### config.mk
export PLATFORM = sky130hd
export DESIGN_NAME = booth_datapath_flat
export DESIGN_NICKNAME = d
export VERILOG_FILES = /design/src/rtl/booth_datapath_pkg.sv /design/src/rtl/booth_datapath_if.sv /design/src/rtl/booth_datapath_addsub.sv /design/src/rtl/booth_datapath.sv /design/src/flat_wrapper.sv
export SDC_FILE = /design/constraint.sdc
export NUM_CORES = 1
export LEC_CHECK = 0
export BUFFER_PORTS_ARGS = -buffer_cell sky130_fd_sc_hd__buf_2
export CAP_MARGIN = 20
export CORE_ASPECT_RATIO = 1.5
export CORE_MARGIN = 1
export CORE_UTILIZATION = 58
export CTS_BUF_LIST = sky130_fd_sc_hd__clkbuf_2 sky130_fd_sc_hd__clkbuf_4 sky130_fd_sc_hd__clkbuf_8
export DETAILED_ROUTE_END_ITERATION = 10
export PLACE_DENSITY = 0.82
export RECOVER_POWER = 25
export SLEW_MARGIN = 20
export SYNTH_ARGS = -nofsm -noshare
export SYNTH_HDL_FRONTEND = slang
export SYNTH_SLANG_ARGS = --single-unit
### constraint.sdc
create_clock -name clk -period 3.4 [get_ports clk]
set_clock_uncertainty 0.1 [all_clocks]
set_input_delay 0.34 -clock clk [delete_from_list [all_inputs] [get_ports clk]]
set_output_delay 0.34 -clock clk [all_outputs]
set_load 0.01 [all_outputs]
### src/rtl/booth_datapath_pkg.sv
// Shared constants for the radix-2 Booth multiplier.
// Control-word bit indices are common to the control unit and datapath.
package booth_pkg;
    localparam int W      = 8;
    localparam int N_ITER = 8;
    localparam int CW     = 7;

    localparam int C_INIT = 0;
    localparam int C_LDM  = 1;
    localparam int C_ADD  = 2;
    localparam int C_SUB  = 3;
    localparam int C_SHR  = 4;
    localparam int C_OUTH = 5;
    localparam int C_OUTL = 6;

    typedef logic [CW-1:0] ctrl_t;
endpackage

### src/rtl/booth_datapath_if.sv
// Control-unit <-> datapath bundle: operands, control word, scan/status, product.
interface booth_datapath_if #(
    parameter int W = booth_pkg::W
);
    logic [W-1:0]   x;
    logic [W-1:0]   y;
    logic [6:0]     c;
    logic [1:0]     q;
    logic           counted7;
    logic [2*W-1:0] product;
    logic           product_valid;

    modport master (
        output x, y, c,
        input  q, counted7, product, product_valid
    );

    modport slave (
        input  x, y, c,
        output q, counted7, product, product_valid
    );
endinterface

### src/rtl/booth_datapath_addsub.sv
// Combinational (W+1)-bit adder/subtractor for the Booth accumulator.
module booth_addsub
    import booth_pkg::*;
(
    input  logic [W:0] a,
    input  logic [W:0] m,
    input  logic       sub,
    output logic [W:0] sum
);
    assign sum = sub ? (a - m) : (a + m);
endmodule

### src/rtl/booth_datapath.sv
// Booth multiplier datapath: M/A/Q/Q-1 registers, iteration counter
// and registered product, driven by the control word from the FSM.
module booth_datapath
    import booth_pkg::*;
(
    input  logic             clk,
    input  logic             rst_b,
    booth_datapath_if.slave  bus
);
    localparam logic [2:0] CNT_LAST = 3'(N_ITER - 1);

    logic [W:0]     m_r;
    logic [W:0]     a_r;
    logic [W-1:0]   q_r;
    logic           qm1;
    logic [2:0]     cnt;
    logic           done;
    logic [2*W-1:0] product;
    logic           product_valid;
    logic [W:0]     sum;
    logic [W:0]     a_nxt;

    booth_addsub u_addsub (
        .a   (a_r),
        .m   (m_r),
        .sub (bus.c[C_SUB]),
        .sum (sum)
    );

    // Add-then-shift if both are ever raised together.
    always_comb begin
        a_nxt = a_r;
        if (bus.c[C_ADD]) a_nxt = sum;
    end

    always_ff @(posedge clk or negedge rst_b) begin
        if (!rst_b) begin
            m_r           <= '0;
            a_r           <= '0;
            q_r           <= '0;
            qm1           <= 1'b0;
            cnt           <= '0;
            done          <= 1'b0;
            product       <= '0;
            product_valid <= 1'b0;
        end else begin
            if (bus.c[C_LDM]) m_r <= {bus.x[W-1], bus.x};
            if (bus.c[C_INIT]) begin
                a_r  <= '0;
                q_r  <= bus.y;
                qm1  <= 1'b0;
                cnt  <= '0;
                done <= 1'b0;
            end else if (bus.c[C_SHR]) begin
                {a_r, q_r, qm1} <= {a_nxt[W], a_nxt, q_r};
                cnt <= cnt + 3'd1;
                if (cnt == CNT_LAST) done <= 1'b1;
            end else if (bus.c[C_ADD]) begin
                a_r <= sum;
            end
            if (bus.c[C_OUTH]) product[2*W-1:W] <= a_r[W-1:0];
            if (bus.c[C_OUTL]) product[W-1:0]   <= q_r;
            product_valid <= bus.c[C_OUTH] | bus.c[C_OUTL];
        end
    end

    assign bus.q             = {q_r[0], qm1};
    assign bus.counted7      = done;
    assign bus.product       = product;
    assign bus.product_valid = product_valid;
endmodule

### src/flat_wrapper.sv
// flat-port wrapper written by rule: the top's interface ports become plain ports
module booth_datapath_flat import booth_pkg::*;
  (clk, rst_b, bus_x, bus_y, bus_c, bus_q, bus_counted7, bus_product, bus_product_valid);
  booth_datapath_if bus_i ();
  input  logic clk;
  input  logic rst_b;
  input wire logic [$bits(bus_i.x)-1:0] bus_x;
  input wire logic [$bits(bus_i.y)-1:0] bus_y;
  input wire logic [$bits(bus_i.c)-1:0] bus_c;
  output wire logic [$bits(bus_i.q)-1:0] bus_q;
  output wire logic [$bits(bus_i.counted7)-1:0] bus_counted7;
  output wire logic [$bits(bus_i.product)-1:0] bus_product;
  output wire logic [$bits(bus_i.product_valid)-1:0] bus_product_valid;
  assign bus_i.x = bus_x;
  assign bus_i.y = bus_y;
  assign bus_i.c = bus_c;
  assign bus_q = bus_i.q;
  assign bus_counted7 = bus_i.counted7;
  assign bus_product = bus_i.product;
  assign bus_product_valid = bus_i.product_valid;
  booth_datapath u_core (.clk(clk), .rst_b(rst_b), .bus(bus_i));
endmodule
==> metrics.md, run 1 <==
| Metric | Value |
|---|---|
| Status | `completed` |
| Final Util | `70.9%` |
| Die footprint | `0.00460 mm²` |
| Worst Setup Start Kind | `flop` |
| Total gr overflow | `0` |
| Remaining DRCs | `0` |
| Clock buffer depth | `2` |
| PwrDens | `566 mW/mm²` |
| Placed insts | `305` |
| Slew HR | `8.77%` |
| Sequential fraction of the synthesis area | `46.9%` |
| Hold Path Class | `in2reg` |
| Largest net degree at the start of global routing | `48` |
| Post-synth ARST share | `100%` |
| H-tree lvl count | `2` |
| Synth area leader | `dfrtp_1` |
| Post-synthesis net count | `266` |
| Syn Area/Cell | `10.9 µm²` |
| Post-Route WL | `5040 µm` |
| FF+latch count, synth | `47` |
| Routability congestion estimate | `0.844` |
| Wirelength per Cell | `16.0 µm` |
| Critical Path RT | `3.51 ns` |
| DR iter-0 viols | `57` |
| Root buf cell | `clkbuf_8` |
| Fin crit period | `3.09 ns` |
| Synthesized instance count | `229` |
| TritonCTS buffer count | `5` |
| CTS tree | `yes` |
| Non-Filler Instances | `314` |
| DIE HEIGHT | `82.5 µm` |
| Area share of the largest cell type after synthesis | `46.9%` |
| Vias in the first global route | `1951` |
| Hold WS | `0.138 ns` |
| Antenna-violating nets left | `0` |
| Crit path max fanout | `5` |
| Post-Syn Area | `0.00251 mm²` |
| Max Cap Viol | `0` |
| Detail Placement HPWL | `3600 µm` |
| Worst setup EP type | `flop` |
| First-pass detailed-route iteration total | `4` |
| Pins Over Slew Limit | `0` |
| Setup violators final | `0` |
| Final Hold Fails | `0` |
| Crit path kind | `reg2reg` |
| Row cnt | `28` |
| Fin crit share | `91.0%` |
| Dominant cells by area after synthesis | `dfrtp_1, mux2_2, ha_1, mux2i_1, o21ai_0` |
| Total setup buffers inserted after CTS | `0` |
| Via density | `6.11` |
| Vias | `1920` |
| Filler Cells Inserted | `306` |
| Setup_tns | `0 ns` |
| Unrepaired setup endpoints after global routing | `false` |
| Tightest Pin Transition | `1.37 ns` |
| Critical Path AT | `3.20 ns` |
| # diodes | `0` |
| Clk_lat worst skew | `0.30 ns` |
| Main flop type after synthesis | `dfrtp_1` |
| Yosys Warn Count | `0` |
| Tot GR Track Use | `24.6%` |
| First-pass GRT wire length | `8740 µm` |
| P_leak | `1.36 nW` |
| Die Wd | `55.7 µm` |
| Clk sink count | `47` |
| Num ports | `45` |
| Core Region | `0.00403 mm²` |
| Yosys cell types | `43` |
| Net total in the final layout | `305` |
| Area grow syn2layout | `13.9%` |
| Initial Util | `62.2%` |
| Initial antenna violation count | `0` |
| Post_cts resized | `0` |
| Top post-synthesis cells by count | `dfrtp_1, mux2_2, nand2_1, o21ai_0, nor2_1` |
| Max IR drop VDD | `0.000473 V` |
| Count leader, synth | `dfrtp_1` |
| Clk slew on worst S/H paths | `0.09 ns` |
| Port bufs | `44` |
| Layout cells sized above 1 | `29.0%` |
| FMAX | `323 MHz` |
| Number of flops mapped to enable cells by yosys | `0` |
[sequential cells by signal, indices dropped and copies added (netlist names)]
register                  count
u_core.bus.product_valid      1
u_core.cnt                    3
u_core.qm1                    1
u_core.q_r                    8
u_core.a_r                    9
u_core.bus.product           16
u_core.m_r                    8
u_core.bus.counted7           1
[what timing repair did]
action | 4_1_cts | 5_1_grt
endpoints found under the setup margin | 0 | 0
hold buffers | 0 | 1
hold endpoints to repair | 0 | 30
[worst paths after layout]
kind                                                     from                                 end  slack (ns)  depth (start not counted)
setup / recovery                    u_core.m_r[4]$_DFFE_PN0P_             u_core.a_r[4]$_DFF_PN0_        0.31                         10
hold / removal                                       bus_y[7]           u_core.q_r[7]$_DFFE_PN0P_        0.14                          3
setup reg to reg                    u_core.m_r[4]$_DFFE_PN0P_             u_core.a_r[4]$_DFF_PN0_        0.31                         10
hold reg to reg            u_core.bus.product[14]$_DFFE_PN0P_  u_core.bus.product[14]$_DFFE_PN0P_        0.40                          1
max in group asynchronous                               rst_b  u_core.bus.product[15]$_DFFE_PN0P_        2.32                          2
min in group asynchronous                               rst_b           u_core.m_r[1]$_DFFE_PN0P_        0.48                          2
[logic make-up after synthesis]
| kind of cell | Yosys count | synth area share, % |
|---|---|---|
| AOI/OAI and AO/OA | 53 | 14.4 |
| xor gates and xnor gates | 9 | 3.14 |
| adders and majority gates | 12 | 6.29 |
| buffers and inverters | 20 | 3.29 |
| DFF | 47 | 46.9 |
| muxes | 35 | 15.6 |
| and+or+nand+nor | 53 | 10.3 |
[routing by layer]
| metal | vias up | routed length, µm | GRT usage, % |
|---|---|---|---|
| met2 | 62 | 2580 | 42.9 |
| li1 | 912 | - | - |
| met5 | - | 0 | 0 |
| met3 | 19 | 185 | 4.05 |
| met4 | 0 | 217 | 13.3 |
| met1 | 927 | 2060 | 29.2 |
[where the power goes]
part           total, mW  leakage [nW]  internal [mW]  switching, mW
clock network      0.427        0.0612          0.238          0.189
registers          0.696         0.589          0.637         0.0590
logic              0.494         0.714          0.231          0.263
[through the flow]
| step | power (mW) | setup slack [ns] | cell area [µm²] |
|---|---|---|---|
| 6_report | 1.62 | 0.307 | 2860 |
| 4_1_cts | 1.62 | 0.312 | 2850 |
| 3_3_place_gp | 1.18 | 0.414 | 2730 |
| 5_1_grt | 1.71 | 0.0979 | 2860 |
| 3_5_place_dp | 1.20 | 0.374 | 2730 |
| 2_1_floorplan | 1.05 | 0.516 | 2510 |
[cell usage in the layout, fill, tap and decap left out, types with 2 or more instances in the layout]
master / n
o21a_1: 2
nand3_1: 2
or3_1: 2
nor2_1: 14
nor2b_1: 5
clkbuf_1: 2
mux2i_1: 11
a21oi_1: 8
xnor2_1: 8
a311oi_1: 2
nor3_1: 3
inv_1: 6
a211oi_1: 10
o21bai_1: 2
a211o_1: 2
nor4_1: 5
clkbuf_8: 6
a21o_1: 2
nand2_1: 16
dfrtp_1: 47
buf_2: 41
ha_1: 11
o21ai_0: 16
mux2_2: 23
[area by class of cell]
| cell class | instances | area, µm² | share of cell area [%] |
|---|---|---|---|
| clock buffer | 6 | 82.6 | 2.89 |
| multi-input combinational | 162 | 1250 | 43.7 |
| inverter | 7 | 26.3 | 0.920 |
| sequential | 47 | 1180 | 41.2 |
| timing repair buffer | 45 | 230 | 8.06 |
| clock inverter | 2 | 35.0 | 1.23 |
| tap | 45 | 56.3 | 1.97 |
[worst max-delay path, stage by stage, from the launching register on]
cell,delay [ns]
dfrtp_1,0.41
or3_2,0.51
nor3_1,0.21
nor2_1,0.08
xnor2_1,0.13
ha_1,0.36
inv_1,0.10
or3_1,0.36
or3_1,0.33
and4_1,0.20
a211oi_1,0.22
Power figures use the tool's default switching activity.
==> run 2, diff against run 1 <==
==> constraint.sdc (replaced) <==
create_clock -name clk -period 3.4 [get_ports clk]
set_clock_uncertainty 0.1 [all_clocks]
set_input_delay 0.68 -clock clk [delete_from_list [all_inputs] [get_ports clk]]
set_output_delay 0.68 -clock clk [all_outputs]
set_load 0.01 [all_outputs]
==> run 2 against run 1 <==
Core utilization fell by 0.31 points. First-iteration DRC count rose by 14%. Highest routed layer unchanged. Fmax rose by 0.22%. Largest power group unchanged. Clock-buffer cell count did not move. The run now ends with max-capacitance violations, max-slew violations left. Sequential power barely moved.
==> metrics.md, run 2 (synthesized netlist as in run 1, its figures left out) <==
| Metric | Value |
|---|---|
| Status | `complete, but fails checks` |
| Clk sink count | `47 (unchanged)` |
| Largest net degree at the start of global routing | `48 (unchanged)` |
| Crit path kind | `reg2reg` |
| Critical Path, Cell by Cell | `or3_2 > nor3_1 > nor2_1 > xnor2_1 > ha_1 > inv_1 > or3_1 > or3_1 > and4_1 > a211oi_1` |
| Most used cell, CP | `or3_1` |
| Die Wd | `55.7 µm (unchanged)` |
| Tot GR Track Use | `25.0% (+0.43 points)` |
| Total setup buffers inserted after CTS | `0 (unchanged)` |
| Final Hold Fails | `0 (unchanged)` |
| Area grow syn2layout | `13.4%` |
| Setup violators final | `0 (unchanged)` |
| Fin crit period | `3.09 ns (-0.00680 ns)` |
| Reg with most FFs | `u_core.bus.product` |
| Crit-path slowest cell | `or3_2` |
| First-pass detailed-route iteration total | `4 (unchanged)` |
| Critical Path RT | `3.51 ns (about the same)` |
| Tightest Pin Transition | `2.43 ns (+1.06 ns)` |
| Most frequent cells in the layout | `dfrtp_1, buf_2, mux2_2` |
| Wirelength per Cell | `16.4 µm (+2.3%)` |
| Placed insts | `305 (unchanged)` |
| # diodes | `0 (unchanged)` |
| Row cnt | `28 (unchanged)` |
| Non-Filler Instances | `313 (-0.32%)` |
| Remaining DRCs | `0 (unchanged)` |
| Regs by FF count | `u_core.bus.product x16, u_core.a_r x9` |
| Overall power | `1.62 mW (about the same)` |
| Num ports | `45 (unchanged)` |
| Post_cts resized | `0 (unchanged)` |
| Vias in the first global route | `1958 (+0.36%)` |
| TritonCTS buffer count | `5 (unchanged)` |
| Port bufs | `44 (unchanged)` |
| DR iter-0 viols | `65 (+14%)` |
| Clk slew on worst S/H paths | `0.09 ns (about the same)` |
| PwrDens | `569 mW/mm² (+0.43%)` |
| Fin crit share | `90.8% (-0.20 points)` |
| Die footprint | `0.00460 mm² (unchanged)` |
| Detail Placement HPWL | `3830 µm (+6.4%)` |
| Max IR drop VDD | `0.000388 V (-18%)` |
| CTS tree | `yes` |
| Slew HR | `-62.0% (-71 points)` |
| Crit path max fanout | `5 (unchanged)` |
| Clock buffer depth | `2 (unchanged)` |
| Vias | `1928 (+0.42%)` |
| Most common cell after layout, fill and taps aside | `dfrtp_1` |
| Max Cap Viol | `1 (+1)` |
| Initial Util | `62.2% (unchanged)` |
| FMAX | `324 MHz (+0.22%)` |
| Clk_lat worst skew | `0.30 ns (about the same)` |
| Core Region | `0.00403 mm² (unchanged)` |
| Routability congestion estimate | `0.866 (+2.6%)` |
| Worst setup EP type | `flop` |
| Slowest cell delay on critical path | `0.51 ns (about the same)` |
| Failing checks | `max-capacitance violations, max-slew violations` |
| Net total in the final layout | `304 (-0.33%)` |
| First-pass GRT wire length | `8760 µm (+0.32%)` |
| Max FFs per register | `16 (unchanged)` |
| Setup_tns | `0 ns (unchanged)` |
| Post-Route WL | `5140 µm (+1.9%)` |
| Critical Path AT | `3.20 ns (about the same)` |
| P_leak | `1.36 nW (-0.37%)` |
| Via density | `6.16 (+0.74%)` |
| DIE HEIGHT | `82.5 µm (unchanged)` |
| H-tree lvl count | `2 (unchanged)` |
| Worst Setup Start Kind | `flop` |
| Unrepaired setup endpoints after global routing | `false` |
| Layout cells sized above 1 | `29.1% (+0.11 points)` |
| # hold bufs at CTS | `0 (unchanged)` |
| Initial antenna violation count | `0 (unchanged)` |
| Root buf cell | `clkbuf_8` |
| Hold Path Class | `reg2reg` |
| Antenna-violating nets left | `0 (unchanged)` |
| Pins Over Slew Limit | `48 (+48)` |
| Total gr overflow | `0 (unchanged)` |
[run 2: cell count changes in the layout (fill, tap and decap cells not counted)]
| cell | change |
|---|---|
| buf_2 | +1 |
| buf_4 | -1 |
| dlygate4sd3_1 | -1 |
[run 2: worst paths after layout]
check,start,endpoint,slack [ns],depth (start not counted)
max reg2reg,u_core.m_r[4]$_DFFE_PN0P_,u_core.a_r[4]$_DFF_PN0_,0.31,10
min in group asynchronous,rst_b,u_core.m_r[6]$_DFFE_PN0P_,1.00,1
min,u_core.bus.product[4]$_DFFE_PN0P_,u_core.bus.product[4]$_DFFE_PN0P_,0.41,1
max,u_core.m_r[4]$_DFFE_PN0P_,u_core.a_r[4]$_DFF_PN0_,0.31,10
max in group asynchronous,rst_b,u_core.a_r[6]$_DFF_PN0_,0.81,1
min reg2reg,u_core.bus.product[4]$_DFFE_PN0P_,u_core.bus.product[4]$_DFFE_PN0P_,0.41,1
[run 2: area by class of cell]
cell class,instances,area [µm²]
Timing Repair Buffer,44,218
Tap cell,45,56.3
Clock inverter,2,35.0
Fill cell,305,1190
Inverter,7,26.3
Clock buffer,6,82.6
Sequential cell,47,1180
Multi-Input combinational cell,162,1250
[run 2: stage by stage]
step | util [%] | cell area (µm²) | worst slack (ns) | hold slack, ns
6_report | 70.6 | 2840 | 0.314 | 0.407
3_5_place_dp | 67.7 | 2730 | 0.337 | 0.391
2_1_floorplan | - | 2510 | 0.452 | 0.284
4_1_cts | 70.6 | 2850 | 0.314 | 0.411
3_3_place_gp | 67.7 | 2730 | 0.423 | 0.375
5_1_grt | 70.6 | 2840 | 0.122 | 0.433
[run 2: routing by layer]
layer / share of wire, % / track usage (%) / up-vias
met5: 0 / 0 / -
met4: 4.9 / 16.5 / 0
met3: 3.8 / 5.14 / 25
met2: 53 / 44.8 / 54
met1: 39 / 26.8 / 942
li1: - / - / 907
[run 2: worst max-delay path: cells and delay by family (launching register included)]
| family | cells | cell delay, ns |
|---|---|---|
| AND/OR/NAND/NOR | 6 | 1.70 |
| flip-flops | 1 | 0.41 |
| adder cells (fa/ha/maj) | 1 | 0.35 |
| AO/OA/AOI/OAI | 1 | 0.20 |
| XOR/XNOR | 1 | 0.13 |
| buffers and inverters | 1 | 0.10 |
[run 2: power by group]
group	leakage (nW)	internal (mW)	switching [mW]	total [mW]
Sequential	0.589	0.637	0.0596	0.697
Combinational	0.709	0.229	0.265	0.494
Clock	0.0612	0.238	0.189	0.427
==> run 3, diff against run 2 <==
Settings changed: CORE_UTILIZATION 58 to 60, GPL_ROUTABILITY_DRIVEN set to 0, PLACE_DENSITY 0.82 to 0.85, SLEW_MARGIN 20 to unset.
Clock period 3.4 ns to 3.9 ns, I/O delays scaled along.
==> run 3 against run 2 <==
The run still ends with max-capacitance violations, max-slew violations left. Total power shrank 16%. Largest power group unchanged. Fmax shrank 0.88%. Die area fell by 3.2%. Global-route usage is 0.68 points higher. Worst setup slack better by 0.47 ns. Final cell count up 0.32%. Worst hold slack lost 0.18 ns. Clock-buffer cell count rose by 1. First-iteration DRC count shrank 12%. Register-to-register slack improved by 0.47 ns. Via count increased by 0.10%.
==> metrics.md, run 3 (synthesized netlist as in run 1, its figures left out) <==
| Metric | Value |
|---|---|
| Status | `complete, but fails checks` |
| Failing checks | `max-capacitance violations, max-slew violations` |
| Vias in the first global route | `1879 (-4.0%)` |
| Most common cell after layout, fill and taps aside | `dfrtp_1` |
| Clk sink count | `47 (unchanged)` |
| FMAX | `321 MHz (-0.88%)` |
| Layout cells sized above 1 | `29.4% (+0.26 points)` |
| Antenna-violating nets left | `0 (unchanged)` |
| Initial antenna violation count | `0 (unchanged)` |
| PwrDens | `479 mW/mm² (-16%)` |
| Remaining DRCs | `0 (unchanged)` |
| Non-Filler Instances | `314 (+0.32%)` |
| Max IR drop VDD | `0.000326 V (-16%)` |
| Reg with most FFs | `u_core.bus.product` |
| Filler Cells Inserted | `297 (-2.6%)` |
| Initial Util | `63.3% (+1.1 points)` |
| Setup violators final | `0 (unchanged)` |
| Unrepaired setup endpoints after global routing | `false` |
| Via density | `6.15 (-0.22%)` |
| Die footprint | `0.00445 mm² (-3.2%)` |
| Post_cts resized | `0 (unchanged)` |
| Clock buffer depth | `2 (unchanged)` |
| Critical Path RT | `4.00 ns (+0.49 ns)` |
| Fin crit period | `3.11 ns (+0.0275 ns)` |
| Max FFs per register | `16 (unchanged)` |
| CTS tree | `yes` |
| DR iter-0 viols | `57 (-12%)` |
| Vias | `1930 (+0.10%)` |
| Met3 routed WL | `192 µm (-0.52%)` |
| Crit path kind | `reg2reg` |
| Port bufs | `44 (unchanged)` |
| R2r worst-path depth | `10 (unchanged)` |
| Placed insts | `305 (unchanged)` |
| Tot GR Track Use | `25.7% (+0.68 points)` |
| First-pass GRT wire length | `8140 µm (-7.1%)` |
| Largest net degree at the start of global routing | `48 (unchanged)` |
| Area grow syn2layout | `13.0%` |
| Fin crit share | `79.8% (-11 points)` |
| Num ports | `45 (unchanged)` |
| Setup_tns | `0 ns (unchanged)` |
| Slew HR | `-46.0% (+16 points)` |
| WL met2 | `2550 µm (-5.8%)` |
| First-pass detailed-route iteration total | `4 (unchanged)` |
| Total setup buffers inserted after CTS | `0 (unchanged)` |
| H-tree lvl count | `2 (unchanged)` |
| Reg2reg start | `u_core.m_r[3]$_DFFE_PN0P_` |
| RR Endpoint | `u_core.a_r[4]$_DFF_PN0_` |
| Wirelength per Cell | `15.7 µm (-4.4%)` |
| Net total in the final layout | `305 (+0.33%)` |
| Clk_lat worst skew | `0.30 ns (about the same)` |
| Total gr overflow | `0 (unchanged)` |
| Pins Over Slew Limit | `43 (-10%)` |
| Root buf cell | `clkbuf_8` |
| Hold Path Class | `in2async` |
| P_leak | `1.35 nW (-0.50%)` |
| TritonCTS buffer count | `5 (unchanged)` |
| Critical Path AT | `3.21 ns (about the same)` |
| # diodes | `0 (unchanged)` |
| Regs by FF count | `u_core.bus.product x16, u_core.a_r x9` |
| # hold bufs at CTS | `0 (unchanged)` |
| Detailed-routing wirelength on met1 | `2030 µm (+2.2%)` |
| Clk slew on worst S/H paths | `0.09 ns (about the same)` |
| Detail Placement HPWL | `3580 µm (-6.7%)` |
| Worst Setup Start Kind | `flop` |
| Max Cap Viol | `1 (unchanged)` |
| Tightest Pin Transition | `2.19 ns (-0.240 ns)` |
| Post-Route WL | `4930 µm (-4.1%)` |
| Final Hold Fails | `0 (unchanged)` |
| Core Region | `0.00396 mm² (-1.7%)` |
| Die Wd | `54.8 µm (-1.6%)` |
| Crit path max fanout | `5 (unchanged)` |
| Highest routed layer | `met4` |
| Worst setup EP type | `flop` |
| Most frequent cells in the layout | `dfrtp_1, buf_2, mux2_2` |
| DIE HEIGHT | `81.2 µm (-1.6%)` |
| Row cnt | `28 (unchanged)` |
| Register-to-register setup slack | `0.79 ns (+0.47 ns)` |
-- run 3: changes by cell type in the layout (fill, tap and decap cells not counted), sizes merged --
cell,delta
buf,+1
bufinv,-1
clkbuf,+1
clkinv,-1
clkinvlp,+1
-- run 3: critical path, stage by stage (launching register included) --
cell and delay [ns]:
dfrtp_1 0.43, or3_2 0.50, nor3_1 0.20, nor2_1 0.08, xnor2_1 0.13, ha_1 0.35, inv_1 0.10, or3_1 0.35
or3_1 0.32, and4_1 0.21, a211oi_1 0.23
-- run 3: final cells by class --
class,instances,area [µm²],area share [%]
clock buffers,7,96.3,3.40
inverters,7,26.3,0.927
well taps,45,56.3,1.99
multi-input cells,162,1250,44.1
flip-flops and latches,47,1180,41.5
repair buffers,45,223,7.86
clock inverters,1,7.51,0.265
-- run 3: worst max-delay path by stage --
stage,cells past startpoint,startpoint,end,slack [ns]
after floorplan,8,bus_c[3],u_core.a_r[7]$_DFF_PN0_,0.85
final,10,u_core.m_r[3]$_DFFE_PN0P_,u_core.a_r[4]$_DFF_PN0_,0.79
after detailed placement,8,bus_c[3],u_core.a_r[7]$_DFF_PN0_,0.81
after global routing,2,rst_b,u_core.a_r[5]$_DFF_PN0_,0.55
after global placement,8,bus_c[3],u_core.a_r[7]$_DFF_PN0_,0.85
after CTS,10,u_core.m_r[3]$_DFFE_PN0P_,u_core.a_r[4]$_DFF_PN0_,0.80
-- run 3: power by group --
group,switching (mW),leakage (nW),internal (mW),total (mW)
clock network,0.163,0.0505,0.161,0.324
logic,0.227,0.713,0.199,0.427
registers,0.0524,0.589,0.555,0.608
total,0.443,1.35,0.916,1.36
-- run 3: layer usage --
metal / up-vias / track usage (%)
li1: 915 / -
met1: 951 / 30.8
met2: 48 / 41.3
met3: 16 / 6.37
met4: 0 / 12.8
met5: - / 0
-- run 3: metrics by stage --
stage / hold slack [ns] / util [%] / setup WS, ns / instance area [µm²] / power, mW
after floorplan: 0.379 / - / 0.852 / 2510 / 0.916
after global placement: 0.385 / 68.9 / 0.848 / 2730 / 1.02
after detailed placement: 0.391 / 68.9 / 0.808 / 2730 / 1.04
after CTS: 0.410 / 71.5 / 0.798 / 2830 / 1.37
after global routing: 0.231 / 71.6 / 0.554 / 2830 / 1.44
final: 0.227 / 71.6 / 0.786 / 2830 / 1.36
